==> src/rtl/mem_port.sv <==
// -----------------------------------------------------------------------------
// mem_port
// Memory-side stage of the datapath. Holds the memory address register (MAR)
// and memory data register (MDR), sequences single accesses to a fixed-latency
// synchronous SRAM, and decodes one memory-mapped I/O word (IO_ADDR). Reads of
// that word return the switch inputs. Writes to it load the hex display
// register.
//
// Ports
//   clk, reset    clock (rising edge); synchronous active-high reset
//   bus_in        datapath bus, source of MAR/MDR loads
//   ld_mar        MAR <= bus_in (always honoured, even during an access)
//   ld_mdr        MDR load. When an access is requested, the load takes
//                 memory/switch data on the data-valid cycle. Otherwise it
//                 takes bus_in.
//   mem_mem_ena   access request, held high by control for the whole access
//   mem_wr_ena    1 = write, 0 = read; only looked at in the first request cycle
//   sw_i          switch inputs (I/O read data)
//   sram_rdata    SRAM read data, valid READ_LAT cycles after a read strobe
//   mdr_o, mar_o  register contents
//   hex_o         hex display register
//   mem_rdy       read data valid / write committed in this cycle
//   sram_ce       SRAM chip enable, one-cycle pulse per SRAM access
//   sram_we       SRAM write enable, meaningful only with sram_ce
//   sram_addr     SRAM address
//   sram_wdata    SRAM write data (MDR)
// -----------------------------------------------------------------------------
module mem_port #(
  parameter int          ADDR_W   = 16,
  parameter int          READ_LAT = 2,
  parameter logic [15:0] IO_ADDR  = 16'hFFFF
) (
  input  logic              clk,
  input  logic              reset,
  input  logic [15:0]       bus_in,
  input  logic              ld_mar,
  input  logic              ld_mdr,
  input  logic              mem_mem_ena,
  input  logic              mem_wr_ena,
  input  logic [15:0]       sw_i,
  input  logic [15:0]       sram_rdata,
  output logic [15:0]       mdr_o,
  output logic [15:0]       mar_o,
  output logic [15:0]       hex_o,
  output logic              mem_rdy,
  output logic              sram_ce,
  output logic              sram_we,
  output logic [ADDR_W-1:0] sram_addr,
  output logic [15:0]       sram_wdata
);

  localparam int DATA_W = 16;

  typedef enum logic [1:0] {
    IDLE    = 2'd0,
    RD_WAIT = 2'd1,
    DONE    = 2'd2
  } state_t;

  state_t state, state_nxt;

  logic [DATA_W-1:0] mar_q, mdr_q, hex_q;
  logic [ADDR_W-1:0] txn_addr;
  logic [2:0]        lat_cnt, lat_cnt_nxt;

  logic              is_io;       // MAR currently selects the I/O word
  logic              start;       // first request cycle (cycle T)
  logic              rd_done;     // read data valid this cycle
  logic [DATA_W-1:0] rd_data;
  logic              hex_load;
  logic              rdy_c, ce_c, we_c;

  assign is_io = (mar_q == IO_ADDR);
  assign start = (state == IDLE) && mem_mem_ena;

  // Next-state and strobe decode
  always_comb begin
    state_nxt   = state;
    lat_cnt_nxt = lat_cnt;
    rdy_c       = 1'b0;
    ce_c        = 1'b0;
    we_c        = 1'b0;
    rd_done     = 1'b0;
    rd_data     = sram_rdata;
    hex_load    = 1'b0;

    case (state)
      IDLE: begin
        if (mem_mem_ena) begin
          if (is_io) begin
            // I/O completes in the request cycle; no SRAM strobe.
            rdy_c     = 1'b1;
            state_nxt = DONE;
            if (mem_wr_ena) begin
              hex_load = 1'b1;
            end else begin
              rd_done = 1'b1;
              rd_data = sw_i;
            end
          end else begin
            ce_c = 1'b1;
            we_c = mem_wr_ena;
            if (mem_wr_ena) begin
              // The SRAM commits the write on this edge, so it is done now.
              rdy_c     = 1'b1;
              state_nxt = DONE;
            end else begin
              state_nxt   = RD_WAIT;
              lat_cnt_nxt = 3'd1;
            end
          end
        end
      end

      RD_WAIT: begin
        if (!mem_mem_ena) begin
          // Control gave up on the access: abort without data.
          state_nxt = IDLE;
        end else if (lat_cnt == 3'(READ_LAT)) begin
          rdy_c     = 1'b1;
          rd_done   = 1'b1;
          rd_data   = sram_rdata;
          state_nxt = DONE;
        end else begin
          lat_cnt_nxt = lat_cnt + 3'd1;
        end
      end

      DONE: begin
        // Wait for the request to drop so one request gives one access.
        if (!mem_mem_ena) begin
          state_nxt = IDLE;
        end
      end

      default: begin
        state_nxt = IDLE;
      end
    endcase

    // A reset cycle must not emit strobes or commit data.
    if (reset) begin
      rdy_c    = 1'b0;
      ce_c     = 1'b0;
      we_c     = 1'b0;
      rd_done  = 1'b0;
      hex_load = 1'b0;
    end
  end

  // State, transaction address and latency counter
  always_ff @(posedge clk) begin
    if (reset) begin
      state    <= IDLE;
      lat_cnt  <= 3'd0;
      txn_addr <= '0;
    end else begin
      state   <= state_nxt;
      lat_cnt <= lat_cnt_nxt;
      if (start) begin
        txn_addr <= mar_q[ADDR_W-1:0];
      end
    end
  end

  // MAR / MDR / hex registers
  always_ff @(posedge clk) begin
    if (reset) begin
      mar_q <= '0;
      mdr_q <= '0;
      hex_q <= '0;
    end else begin
      if (ld_mar) begin
        mar_q <= bus_in;
      end
      if (ld_mdr) begin
        if (rd_done) begin
          mdr_q <= rd_data;
        end else if (!mem_mem_ena) begin
          mdr_q <= bus_in;
        end
        // With a request outstanding and no data yet, the load is deferred.
      end
      if (hex_load) begin
        hex_q <= mdr_q;
      end
    end
  end

  // In the request cycle the address comes straight from MAR. After that the
  // latched copy is used, so a mid-access ld_mar cannot redirect the access.
  assign sram_addr  = (state == IDLE) ? mar_q[ADDR_W-1:0] : txn_addr;
  assign sram_wdata = mdr_q;
  assign sram_ce    = ce_c;
  assign sram_we    = we_c;
  assign mem_rdy    = rdy_c;
  assign mdr_o      = mdr_q;
  assign mar_o      = mar_q;
  assign hex_o      = hex_q;

endmodule

==> config.mk <==
export PLATFORM = sky130hd
export DESIGN_NAME = mem_port
export DESIGN_NICKNAME = d
export VERILOG_FILES = /design/src/rtl/mem_port.sv
export SDC_FILE = /design/constraint.sdc
export NUM_CORES = 1
export LEC_CHECK = 0
export BUFFER_PORTS_ARGS = -buffer_cell sky130_fd_sc_hd__buf_2
export CAP_MARGIN = 40
export CORE_MARGIN = 2
export CORE_UTILIZATION = 45
export DETAILED_ROUTE_END_ITERATION = 10
export HOLD_SLACK_MARGIN = 0.1
export PLACE_DENSITY = 0.77
export SETUP_SLACK_MARGIN = 0.1
export SYNTH_ARGS = -nofsm -noshare
export SYNTH_HDL_FRONTEND = slang
export SYNTH_SLANG_ARGS = --single-unit
==> constraint.sdc <==
create_clock -name clk -period 5.6 [get_ports clk]
set_input_delay 1.12 -clock clk [delete_from_list [all_inputs] [get_ports clk]]
set_output_delay 1.12 -clock clk [all_outputs]
set_load 0.005 [all_outputs]
==> results.md, run 1 <==
- The worst voltage drop across the vdd grid is approximately 0.0002 V.
- In the finished design, the share of the clock period the worst path needs comes to 0.664.
- For the worst-skew pair, the clock arrives at the later sink with an insertion delay of between 0.3 and 0.4 ns.
- Dividing the detail-routed wire length by the instance count gives approximately 17 microns.
- Once the clock tree was built, the resizer swapped 0 gates to a different size.
- The most used flip-flop cell after synthesis is dfxtp_1.
- The type of the worst setup path is input port to output pin.
- The class of the most critical hold timing path is register to register.
- The sequential group share of total power is 0.470.
- The cell with the biggest individual delay on the critical path is or4b_4.
- The clock tree buffer depth is 2.
- The number of hold violations in the final report is 0.
- The total instance count after detailed placement is between 500 and 600.
- The cell type with the largest total area after synthesis is dfxtp_1.
- The sequential cell area fraction in the yosys report is 0.391.
- The reg-to-reg critical path endpoint is mdr_o[4].
- Ranked by total cell area, the synthesized netlist is headed by dfxtp_1 (39%), mux2_2 (5.1%), a21oi_1 (4.8%), mux2i_1 (4.8%), o41ai_2 (4.6%).
- Max-cap violations in this run came to 0.
- The average footprint of a synthesized cell is 8.73 sq um.
- The capturing element of the worst setup path is sram_we.
- Dividing total power by cell area gives a power density of about 260 mW/mm^2.
- After synthesis the netlist holds a flip-flop and latch count of 69.
- The top achievable clock speed is 269 MHz.
- The count of nets left with antenna violations after detail routing is 0.
- The number of warnings reported in the yosys synthesis log is 0.
- After detailed routing, the number of vias per cell comes to approximately 5.7.
- The critical path data arrival time is between 2 and 3 ns.
- The horizontal extent of the die is slightly above 90 microns.
- The setup TNS is 0 ns.
- The die extent in y is between 90 and 100 microns.
- For the worst setup path, the data required time is 4.48 ns.
- The number of global-route vias before repair is 3,115.
- The CTS buffer count is 9.
- The number of levels in the clock H-tree is 3.
- The pin slew with the least headroom to its limit is approximately 0.89 ns.
- The worst reg2reg path depth is 4.
- The endpoint type of the worst setup path is an output pin.
- The worst path needs between 3 and 4 ns of the cycle, external delays included.
- The worst register-to-register path has a setup slack of 3.06 ns.
- The starting density of the core is 0.460.
- Of the total power, the share spent switching nets is 0.257.
- The clock transition at the registers of the reported paths is around 0.070 ns.
- The row count is 32.
- The standby leakage power is 1.90 nW.
- The final HPWL from detailed placement is about 7200 microns.
- The netlist area before placement is around 0.0035 sq mm.
- The tree is rooted in a clkbuf_8.
- Setup violations remaining at the end of the flow were counted as 0.
- The peak per-stage delay on the critical path is about 0.61 ns.
- The combinational power share is 0.126.
- The clock skew is between 0.006 and 0.007 ns.
- The total die area is approximately 0.0086 sq mm.
- The number of antenna violations at the first check in global routing came to 0.
- In this run the worst path has a maximum fanout of 21.
- The launch instance of the worst register-to-register path is state[0].
- Once routing completed, OpenROAD measured the worst setup slack at between 1.5 and 2 ns.
- At the end of the flow, the number of nets in the layout was 559.
- The sink count of the clock tree is between 60 and 70.
- In the routed design, unresolved DRC markers number 0.
- The launching element type of the critical path is an input port.
- The cell count after synthesis is about 410.
- The wire length of the first global-routing pass is ~16,000 microns.
- The pin count of the biggest net entering global routing is between 60 and 70.
- Internal power comes to around 830 uW.
- At the end of routability-driven placement, the weighted congestion stood at roughly 0.81.
- The total I/O pin count is roughly 140.
- The share of post-route cells with drive strength above 1 is 0.376.
- The count of distinct cell types in the synthesized netlist is 40.
- Setup repair after global routing left no endpoint under its margin.
- Of the post-synthesis cell area, the dominant cell type holds 0.391.
- The critical path's most frequent cell is buf_2.
- The fill cell instance count of the final layout is ~730.
- The flow ran to the end, and the final reports show no timing, DRC or antenna violations.
- Of the total power, the clock network draws 0.403.
- The startpoint of the tightest hold check path is txn_addr[2].
- The number of nets handed over by synthesis was between 400 and 500.
- The number of hold buffers added after cts is 0.
- The clock tree from TritonCTS is yes.
- Leaving out filler cells and counting taps, the final layout contains approximately 600.
- The switching power is 289 uW.
- Yosys mapped a number of flops with a built-in enable equal to 0.
- In this run, the number of DRC markers left after iteration 0 of detailed routing was roughly 230.
- The worst pin sits at a relative slew slack of 0.399.
- The commonest cells after synthesis are dfxtp_1 (69), nand2_1 (37), a21oi_1 (34), clkbuf_1 (34), nor2_1 (24).
- The floorplan step defined a core boundary enclosing 0.00769 sq mm.
- The total overflow left after global routing is 0.
- The post-CTS setup repair buffer count is 0.
- The count of pins over their slew limit is 0.
- dfxtp_1 is the most common cell in the netlist.
- The routed wire length is roughly 10,000 microns.
- The vias after detailed routing is about 3.5k.
- The critical path starts at mem_mem_ena.
- The number of buffer cells added on primary ports is 136.
- The area growth from synthesis to layout is 22.6%.
- At the placement stage, the worst setup path has a slack of roughly 1.9 ns.
- The length of the first detailed-routing pass in iterations is 4.
- 0 antenna diodes ended up in the layout.
- Walking the worst path, the cells encountered are buf_2 -> or4b_4 -> or2_1 -> nor2_1 -> buf_2.
- Of all flip-flops after synthesis, the portion carrying an async set or reset was 0.
- The global router's overall resource usage is 0.232.
## worst max-delay path, delay by kind of cell
family | cells | cell delay (ns)
and+or+nand+nor | 3 | 1.18
buffers and inverters | 2 | 0.29
## power by group through the flow
| stage | clock (mW) | combinational, mW | sequential, mW |
|---|---|---|---|
| after global placement | 0 | 0.138 | 0.538 |
| after CTS | 0.458 | 0.141 | 0.528 |
| final | 0.453 | 0.142 | 0.529 |
| after detailed placement | 0 | 0.141 | 0.539 |
| after floorplan | 0 | 0.0878 | 0.535 |
| after global routing | 0.481 | 0.156 | 0.531 |
## cell usage in the layout (no fill, tap or decap), drive strengths merged
cell type,count
nand2b,3
o221a,1
o21a,2
a21boi,1
a21oi,34
o41ai,17
or4b,1
bufinv,2
or2,2
and2,1
o21ai,19
dfxtp,69
nand2,37
mux2i,17
nor2,24
ha,2
a211oi,16
clkbuf,10
nor4,1
nand4,4
nand3,19
o2111ai,16
clkinvlp,1
o31a,1
or3b,1
nand3b,1
nor2b,3
or3,18
buf,143
or4,1
clkinv,4
inv,4
o211ai,1
mux2,16
o22ai,16
## state kept, by name (all words and copies together) (netlist names)
signal / flops
mdr_o: 16
txn_addr: 16
hex_o: 16
mar_o: 16
lat_cnt: 3
state: 2
## stage by stage
stage | area [sq um] | utilization | power [mW] | hold slack, ns
after global placement | 4090 | 0.532 | 0.676 | 0.440
after global routing | 4340 | 0.564 | 1.17 | 0.475
after CTS | 4340 | 0.564 | 1.13 | 0.457
after detailed placement | 4110 | 0.535 | 0.680 | 0.447
after floorplan | 3540 | - | 0.623 | 0.434
final | 4340 | 0.564 | 1.12 | 0.457
## cell type report
class,count,area [sq um],area share
Clock buffer,10,138,0.0317
Multi-Input combinational cell,275,1850,0.427
Clock inverter,6,86.3,0.0199
Inverter,5,18.8,0.00433
Timing Repair Buffer,143,733,0.169
Tap cell,102,128,0.0294
Sequential cell,69,1380,0.319
## per-layer routing
layer	vias up	GRT usage	routed length (microns)
met5	-	0	0
met2	119	0.367	4770
met3	13	0.0578	700
met1	1644	0.312	4480
li1	1676	-	-
met4	0	0.0735	160
## worst min path at each step
stage	end	slack, ns	cells past startpoint
after floorplan	txn_addr[0]	0.43	2
after global placement	txn_addr[6]	0.44	2
after detailed placement	txn_addr[6]	0.45	2
after CTS	txn_addr[6]	0.46	2
after global routing	txn_addr[2]	0.47	2
final	txn_addr[2]	0.46	2
## kinds of logic after synthesis
logic type                 Yosys count  synth area share
buffers and inverters               61            0.0877
adders and majority gates            2           0.00708
muxes                               33            0.0991
AOI/OAI and AO/OA                  124             0.257
and+or+nand+nor                    116             0.159
DFF                                 69             0.391
No activity file was read; power rests on OpenSTA's default activity.
==> run 2: changes to the inputs <==
- clock period: 5.6 -> 3.7 ns (I/O delays scaled with it)
==> run 2 against run 1 <==
Net effect: hold slack gained 0.0030 ns; utilization up 0.75 points; die area unchanged; clock skew up 0.0011 ns; critical path type unchanged; critical endpoint unchanged.
==> results.md, run 2 (synthesized netlist as in run 1, its figures left out) <==
- The pin count of the biggest net entering global routing was 68 (-1.4%).
- The worst voltage drop across the vdd grid is 0.000266 V (+33%).
- The number of DRC violations after detailed routing is 0 (unchanged).
- The clock period could shrink to between 2 and 3 ns.
- The worst reg2reg path depth was 4 (unchanged).
- Leaving out fill and tap cells, the most frequent cells in the layout are buf_2 (136), dfxtp_1 (69), nand2_1 (37).
- The total of endpoints with negative setup slack in the final report is 0 (unchanged).
- The total design power came to 1.84 mW (+64%).
- The critical path data arrival time is 2.25 ns (-0.35 ns).
- The horizontal extent of the die is 92.6 microns (unchanged).
- The switching power was 440 uW (+52%).
- In this run the worst setup path terminates at sram_we.
- The violation count after the first detailed-routing iteration is 212 (-9.0%).
- The startpoint identified for the worst register-to-register timing path is state[1].
- The worst setup path is captured at an output pin.
- The setup slack on the worst flop-to-flop path is 1.15 ns (-1.91 ns).
- The global router's overall resource usage came to 0.234 (+0.00249).
- The via count normalized by instance count is 5.68 (+0.45%).
- By startpoint and endpoint, the worst setup path is classified as input port to output pin.
- The number of levels in the clock H-tree was 3 (unchanged).
- The wire length of the first global-routing pass came to 16,100 microns (+1.3%).
- The number of buffer cells added on primary ports is 136 (unchanged).
- The required time of the critical path is 2.96 ns (-1.52 ns).
- Setup repair after global routing left no endpoint under its margin.
- The final weighted congestion in routability-driven placement is 0.797 (-2.0%).
- The post-CTS setup repair buffer count came to 0 (unchanged).
- The clock skew is 0.00714 ns (+0.00114 ns).
- The net count of the finished layout is 560 (+0.18%).
- The count of pins over their slew limit is 0 (unchanged).
- The total internal power came to 1.40 mW (+68%).
- The master cell of the clock root buffer is clkbuf_8.
- The length of the first detailed-routing pass in iterations was 4 (unchanged).
- The setup TNS is 0 ns (unchanged).
- The total of max-cap violations is 0 (unchanged).
- The CTS buffer count is 9 (unchanged).
- The topmost layer with routed signal wires is met4.
- The switching share of total power is 0.239 (-0.0181).
- The number of hold buffers added after cts is 0 (unchanged).
- The total I/O pin count is 137 (unchanged).
- The number of hold violations in the final report is 0 (unchanged).
- For this run, the top clock speed supported by timing is 335 MHz.
- The total die area came to 0.00858 sq mm (unchanged).
- The number of antenna violations at the first check in global routing is 0 (unchanged).
- The clock transition at the registers of the reported paths is 0.08 ns (about the same).
- The die extent in y is 92.6 microns (unchanged).
- The final HPWL from detailed placement was 7200 microns (+0.13%).
- The row count was 32 (unchanged).
- The utilization after layout is 0.571 (+0.00749).
- The sequential group share of total power is 0.434 (-0.036).
- The clock tree buffer depth is 2 (unchanged).
- The fill cell instance count of the final layout is 709 (-3.0%).
- The count of nets left with antenna violations after detail routing is 0 (unchanged).
- The insertion delay of the later-clocked pin in the worst-skew pair was 0.34 ns (about the same).
- The clock tree from TritonCTS is yes.
- The share of post-route cells with drive strength above 1 is 0.377 (+0.00123).
- The sink count of the clock tree came to 69 (unchanged).
- The number of standard cells in the layout, taps in and fillers out came to 612 (+0.33%).
- The standby leakage power is 1.93 nW (+1.6%).
- The most frequent standard cell in the layout excluding fill and tap cells is buf_2.
- The reg-to-reg critical path endpoint is mdr_o[3].
- The total routed wire length on the met1 layer was 4530 microns (+1.3%).
- The met3 wirelength from detailed routing is 699 microns (-0.14%).
- The launching element type of the critical path is an input port.
- The starting density of the core is 0.460 (unchanged).
- The core area is 0.00769 sq mm (unchanged).
- The vias after detailed routing is 3,479 (+0.78%).
- The wire length per cell after detailed routing was 16.6 microns (+0.18%).
- The clock network power share was 0.450 (+0.047).
- The headroom to the max-slew limit was 0.458 (+0.0584).
- The total instance count after detailed placement is 595 (+0.17%).
- The combinational power share is 0.116 (-0.010).
- The class of the most critical hold timing path is register to register.
- The highest net fanout along the worst path was 21 (unchanged).
- The cell area power density is 419 mW/mm^2 (+62%).
- The number of instances resized during post-cts repair is 0 (unchanged).
- The area growth from synthesis to layout is 24.2%.
- The wire length on met2 was 4770 microns (unchanged).
- The number of global-route vias before repair was 3,193 (+2.5%).
- The flow ran to the end, and the final reports show no timing, DRC or antenna violations.
- The pin slew with the least headroom to its limit is 0.803 ns (-0.0864 ns).
- The minimum hold slack is 0.460 ns (+0.00300 ns).
- In this run the worst setup path begins at mem_mem_ena.
- The final period utilization is 0.807.
- The leftover overflow at the end of global routing came to 0 (unchanged).
- The routed wire length is 10,200 microns (+0.50%).
run 2: cell count changes in the layout (fill, tap and decap cells not counted):
cell | previous run | this run
buf_4 | 7 | 8
clkinv_2 | 2 | 1
diode_2 | 0 | 1
bufinv_16 | 2 | 4
clkinvlp_4 | 1 | 0
run 2: per-stage QoR:
stage / area [sq um] / setup WS [ns]
floorplan: 3540 / 0.991
global placement: 4110 / 0.784
detailed placement: 4120 / 0.700
CTS: 4390 / 0.694
global route: 4390 / 0.449
finish: 4390 / 0.713
run 2: how the worst min path moves through the flow:
stage                      startpoint           to  depth (start not counted)
final                     txn_addr[7]  txn_addr[7]                          2
after global routing      txn_addr[8]  txn_addr[8]                          2
after CTS                 txn_addr[5]  txn_addr[5]                          2
after detailed placement  txn_addr[5]  txn_addr[5]                          2
after global placement    txn_addr[3]  txn_addr[3]                          2
after floorplan           txn_addr[0]  txn_addr[0]                          2
run 2: routing by layer:
| metal | GRT usage | vias to the layer above |
|---|---|---|
| li1 | - | 1682 |
| met1 | 0.317 | 1646 |
| met2 | 0.373 | 137 |
| met3 | 0.0553 | 14 |
| met4 | 0.0711 | 0 |
| met5 | 0 | - |
run 2: area by class of cell:
class / instances / area, sq um / area share
multi-input cells: 275 / 1850 / 0.421
flip-flops and latches: 69 / 1380 / 0.314
repair buffers: 144 / 741 / 0.169
clock buffers: 10 / 138 / 0.0313
clock inverters: 6 / 134 / 0.0305
well taps: 102 / 128 / 0.0291
inverters: 5 / 18.8 / 0.00427
diodes: 1 / 2.50 / 0.000570
run 2: worst max-delay path: stages:
cell and delay [ns]:
buf_2 0.16, or4b_4 0.60, or2_1 0.43, nor2_1 0.17
buf_2 0.13
run 2: power groups by stage:
stage | logic [mW] | clock network (mW) | registers [mW]
after floorplan | 0.133 | 0 | 0.809
after global placement | 0.209 | 0 | 0.815
after detailed placement | 0.214 | 0 | 0.816
after CTS | 0.215 | 0.835 | 0.799
after global routing | 0.234 | 0.872 | 0.803
final | 0.214 | 0.828 | 0.800
==> run 3: changes to the inputs <==
- ABC_AREA: default -> 1
- clock period: 3.7 -> 2.9 ns (I/O delays scaled with it)
==> run 3 against run 2 <==
Net effect: first-iteration DRC count fell by 27%; total power rose by 13%; non-clock buffer count fell by 5; sequential share of layout area rose by 1.5 points; sequential cell count did not move; clock skew fell by 0.0037 ns; sequential power rose by 29%; critical path type is now register to output pin; largest cell class unchanged; setup slack got worse by 0.24 ns; via count rose by 4.4%; critical endpoint is now sram_addr[14]; hold slack improved by 0.017 ns; synthesized area fell by 2.7%.
==> results.md, run 3 <==
- The standby leakage power is 2.19 nW (+13%).
- The post-layout minimum cycle time is 2.43 ns.
- The critical path goes through nor2_4 -> inv_1 -> o21ai_0 -> buf_2.
- The final weighted congestion in routability-driven placement is 0.873 (+9.5%).
- The average footprint of a synthesized cell came to 6.68 sq um (-23%).
- The met3 layer usage reported by global route is 0.0340 (-0.0213).
- The post-CTS setup repair buffer count came to 0 (unchanged).
- The headroom to the max-slew limit is 0.434 (-0.0233).
- The clock network power share is 0.359 (-0.091).
- The switching share of total power is 0.279 (+0.0395).
- The clock tree from TritonCTS is yes.
- The core area is 0.00733 sq mm (-4.6%).
- The count of distinct cell types in the synthesized netlist came to 23 (-43%).
- The leftover overflow at the end of global routing is 0 (unchanged).
- The wire length of the first global-routing pass came to 15,100 microns (-5.8%).
- The endpoint type of the worst setup path is an output pin.
- The global-route met2 utilization is 0.381 (+0.00764).
- The share of post-route cells with drive strength above 1 is 0.269 (-0.108).
- The global router's overall resource usage was 0.222 (-0.0125).
- The pin count of the biggest net entering global routing came to 65 (-4.4%).
- The pin slew with the least headroom to its limit is 0.848 ns (+0.0445 ns).
- The total internal power is 1.50 mW (+7.3%).
- The library cell used most frequently in the layout, excluding fill and tap cells, is nand2_1.
- The cell area power density came to 497 mW/mm^2 (+19%).
- The total of max-cap violations is 0 (unchanged).
- In this run the clock root is driven by a clkbuf_8.
- The library cells used most frequently in the layout, excluding fill and tap cells, are nand2_1 (145), buf_2 (136), dfxtp_1 (69).
- The highest net fanout along the worst path came to 32 (+52%).
- The length of the first detailed-routing pass in iterations is 5 (+1).
- The clock tree buffer depth is 2 (unchanged).
- The sequential cell area fraction in the yosys report came to 0.401 (+0.0108).
- The total design power is 2.08 mW (+13%).
- The cell with the biggest individual delay on the critical path is inv_1.
- The die extent in y is 91.4 microns (-1.3%).
- The number of DRC violations after detailed routing is 0 (unchanged).
- Setup repair after global routing left no endpoint under its margin.
- The top achievable clock speed is between 400 and 500 MHz.
- The clock transition at the registers of the reported paths was 0.07 ns (about the same).
- The critical path data arrival time is 1.85 ns (-0.40 ns).
- In the finished design, the share of the clock period the worst path needs comes to 0.837.
- The peak per-stage delay on the critical path is 0.58 ns (-0.02 ns).
- The number of antenna violations at the first check in global routing is 0 (unchanged).
- The cell count after synthesis is 515 (+27%).
- The number of buffer cells added on primary ports came to 136 (unchanged).
- The violation count after the first detailed-routing iteration came to 154 (-27%).
- The horizontal extent of the die is 91.4 microns (-1.3%).
- Counting instances in the post-synthesis netlist gives the leading cell types as nand2_1 (145), dfxtp_1 (69), o21ai_0 (65), nor2_1 (60), inv_1 (40).
- The netlist area before placement is 0.00344 sq mm (-2.7%).
- The required time of the critical path is 2.32 ns (-0.64 ns).
- The count of flip-flops with a built-in enable after synthesis is 0 (unchanged).
- The net count after synthesis was 571 (+24%).
- The setup TNS came to 0 ns (unchanged).
- The number of warnings reported in the yosys synthesis log is 0 (unchanged).
- The count of pins over their slew limit is 0 (unchanged).
- The number of hold violations in the final report is 0 (unchanged).
- The number of instances resized during post-cts repair is 0 (unchanged).
- The type of the worst setup path is register to output pin.
- Yosys attributes the largest share of cell area to dfxtp_1 (40%), nand2_1 (16%), o21ai_0 (9.5%), nor2_1 (6.5%), nand3_1 (5.4%).
- The number of hold buffers added after cts is 0 (unchanged).
- The count of nets left with antenna violations after detail routing is 0 (unchanged).
- The wire length per cell after detailed routing is 13.0 microns (-22%).
- The insertion delay of the later-clocked pin in the worst-skew pair is 0.34 ns (about the same).
- The run finished with clean final reports.
- The vias after detailed routing was 3,632 (+4.4%).
- Among all cell types in the netlist, the one instantiated most often is nand2_1.
- The total of endpoints with negative setup slack in the final report is 0 (unchanged).
- The leading register cell type out of synthesis is dfxtp_1.
- The clock skew is 0.00341 ns (-0.00373 ns).
- The via count normalized by instance count is 5.02 (-12%).
- The switching power came to 581 uW (+32%).
- The global routing stage identified its most utilized layer as met2.
- The sequential group share of total power is 0.493 (+0.059).
- The starting density of the core is 0.469 (+0.00940).
- The number of diodes added for antenna fixing is 0 (-1).
- The cell type with the largest total area after synthesis is dfxtp_1.
- The sink count of the clock tree is 69 (unchanged).
- The row count is 31 (-3.1%).
- The final HPWL from detailed placement came to 6840 microns (-5.0%).
- The share of flip-flops with an asynchronous set or reset is 0 (unchanged).
- STA classifies the critical path startpoint as a register.
- The post-synthesis sequential element count is 69 (unchanged).
- The CTS buffer count came to 9 (unchanged).
- The met1 demand-to-capacity share in global routing is 0.275 (-0.0425).
- The worst hold path belongs to the class register to register.
- The total I/O pin count is 137 (unchanged).
- The area growth from synthesis to layout is 21.9%.
- The number of global-route vias before repair is 3,251 (+1.8%).
- The routed wire length is 9430 microns (-7.2%).
- The net count of the finished layout is 677 (+21%).
- The total die area came to 0.00836 sq mm (-2.6%).
- The number of levels in the clock H-tree was 3 (unchanged).
- The area share of the leading cell type in the synthesized netlist came to 0.401 (+0.0108).
- The worst voltage drop across the vdd grid is 0.000254 V (-4.4%).
- The combinational power share is 0.149 (+0.033).
run 3: cell types whose count changed after synthesis, moves of 17 or more:
cell / before / now
or3_1: 18 / 0
nand2_1: 37 / 145
nand3_1: 19 / 37
mux2i_1: 17 / 0
o21ai_0: 19 / 65
inv_1: 4 / 40
clkbuf_1: 34 / 17
nor2_1: 24 / 60
run 3: stage by stage:
step	cells	instance area (sq um)	setup slack, ns	utilization	hold WS, ns
after global placement	709	4010	0.505	0.548	0.460
final	724	4190	0.473	0.572	0.477
after global routing	724	4190	0.312	0.572	0.503
after floorplan	515	3440	0.897	-	0.453
after CTS	724	4190	0.465	0.572	0.482
after detailed placement	709	4010	0.408	0.548	0.463
run 3: layout make-up:
cell class	instances	area (sq um)
multi-input combinational	362	1660
inverter	40	150
tap	99	124
fill	757	3140
timing repair buffer	139	703
sequential	69	1380
clock buffer	10	128
clock inverter	5	52.6
run 3: path summary, 6_finish.rpt:
check | from | to | slack [ns] | depth (start not counted)
worst min-delay path | hex_o[10] | hex_o[10] | 0.48 | 2
worst min register to register | hex_o[10] | hex_o[10] | 0.48 | 2
worst max-delay path | state[1] | sram_addr[14] | 0.47 | 4
worst max register to register | state[1] | mdr_o[11] | 0.62 | 11
run 3: kinds of logic (layout without fill, tap and decap cells):
kind of cell | Yosys count | in the layout | share of synthesized area
DFF | 69 | 69 | 0.401
AOI/OAI and AO/OA | 103 | 103 | 0.154
buffers and inverters | 84 | 194 | 0.117
and+or+nand+nor | 256 | 256 | 0.317
xor gates and xnor gates | 1 | 1 | 0.00255
adders and majority gates | 2 | 2 | 0.00727
run 3: metal layers:
layer	up-vias	share of wire
met5	-	0
met3	15	0.067
li1	1828	-
met4	0	0.021
met1	1646	0.43
met2	143	0.49
run 3: power groups by stage:
| stage | Clock, mW | Combinational (mW) | Sequential [mW] |
|---|---|---|---|
| final | 0.747 | 0.310 | 1.03 |
| after global routing | 0.792 | 0.350 | 1.03 |
| after CTS | 0.764 | 0.312 | 1.03 |
| after detailed placement | 0 | 0.310 | 1.05 |
| after global placement | 0 | 0.304 | 1.05 |
| after floorplan | 0 | 0.187 | 1.05 |
run 3: worst max-delay path: cells and delay by family (launching register included):
kind | cells | cell delay [ns]
buffers and inverters | 2 | 0.77
DFF | 1 | 0.40
AOI/OAI and AO/OA | 1 | 0.25
and+or+nand+nor | 1 | 0.08
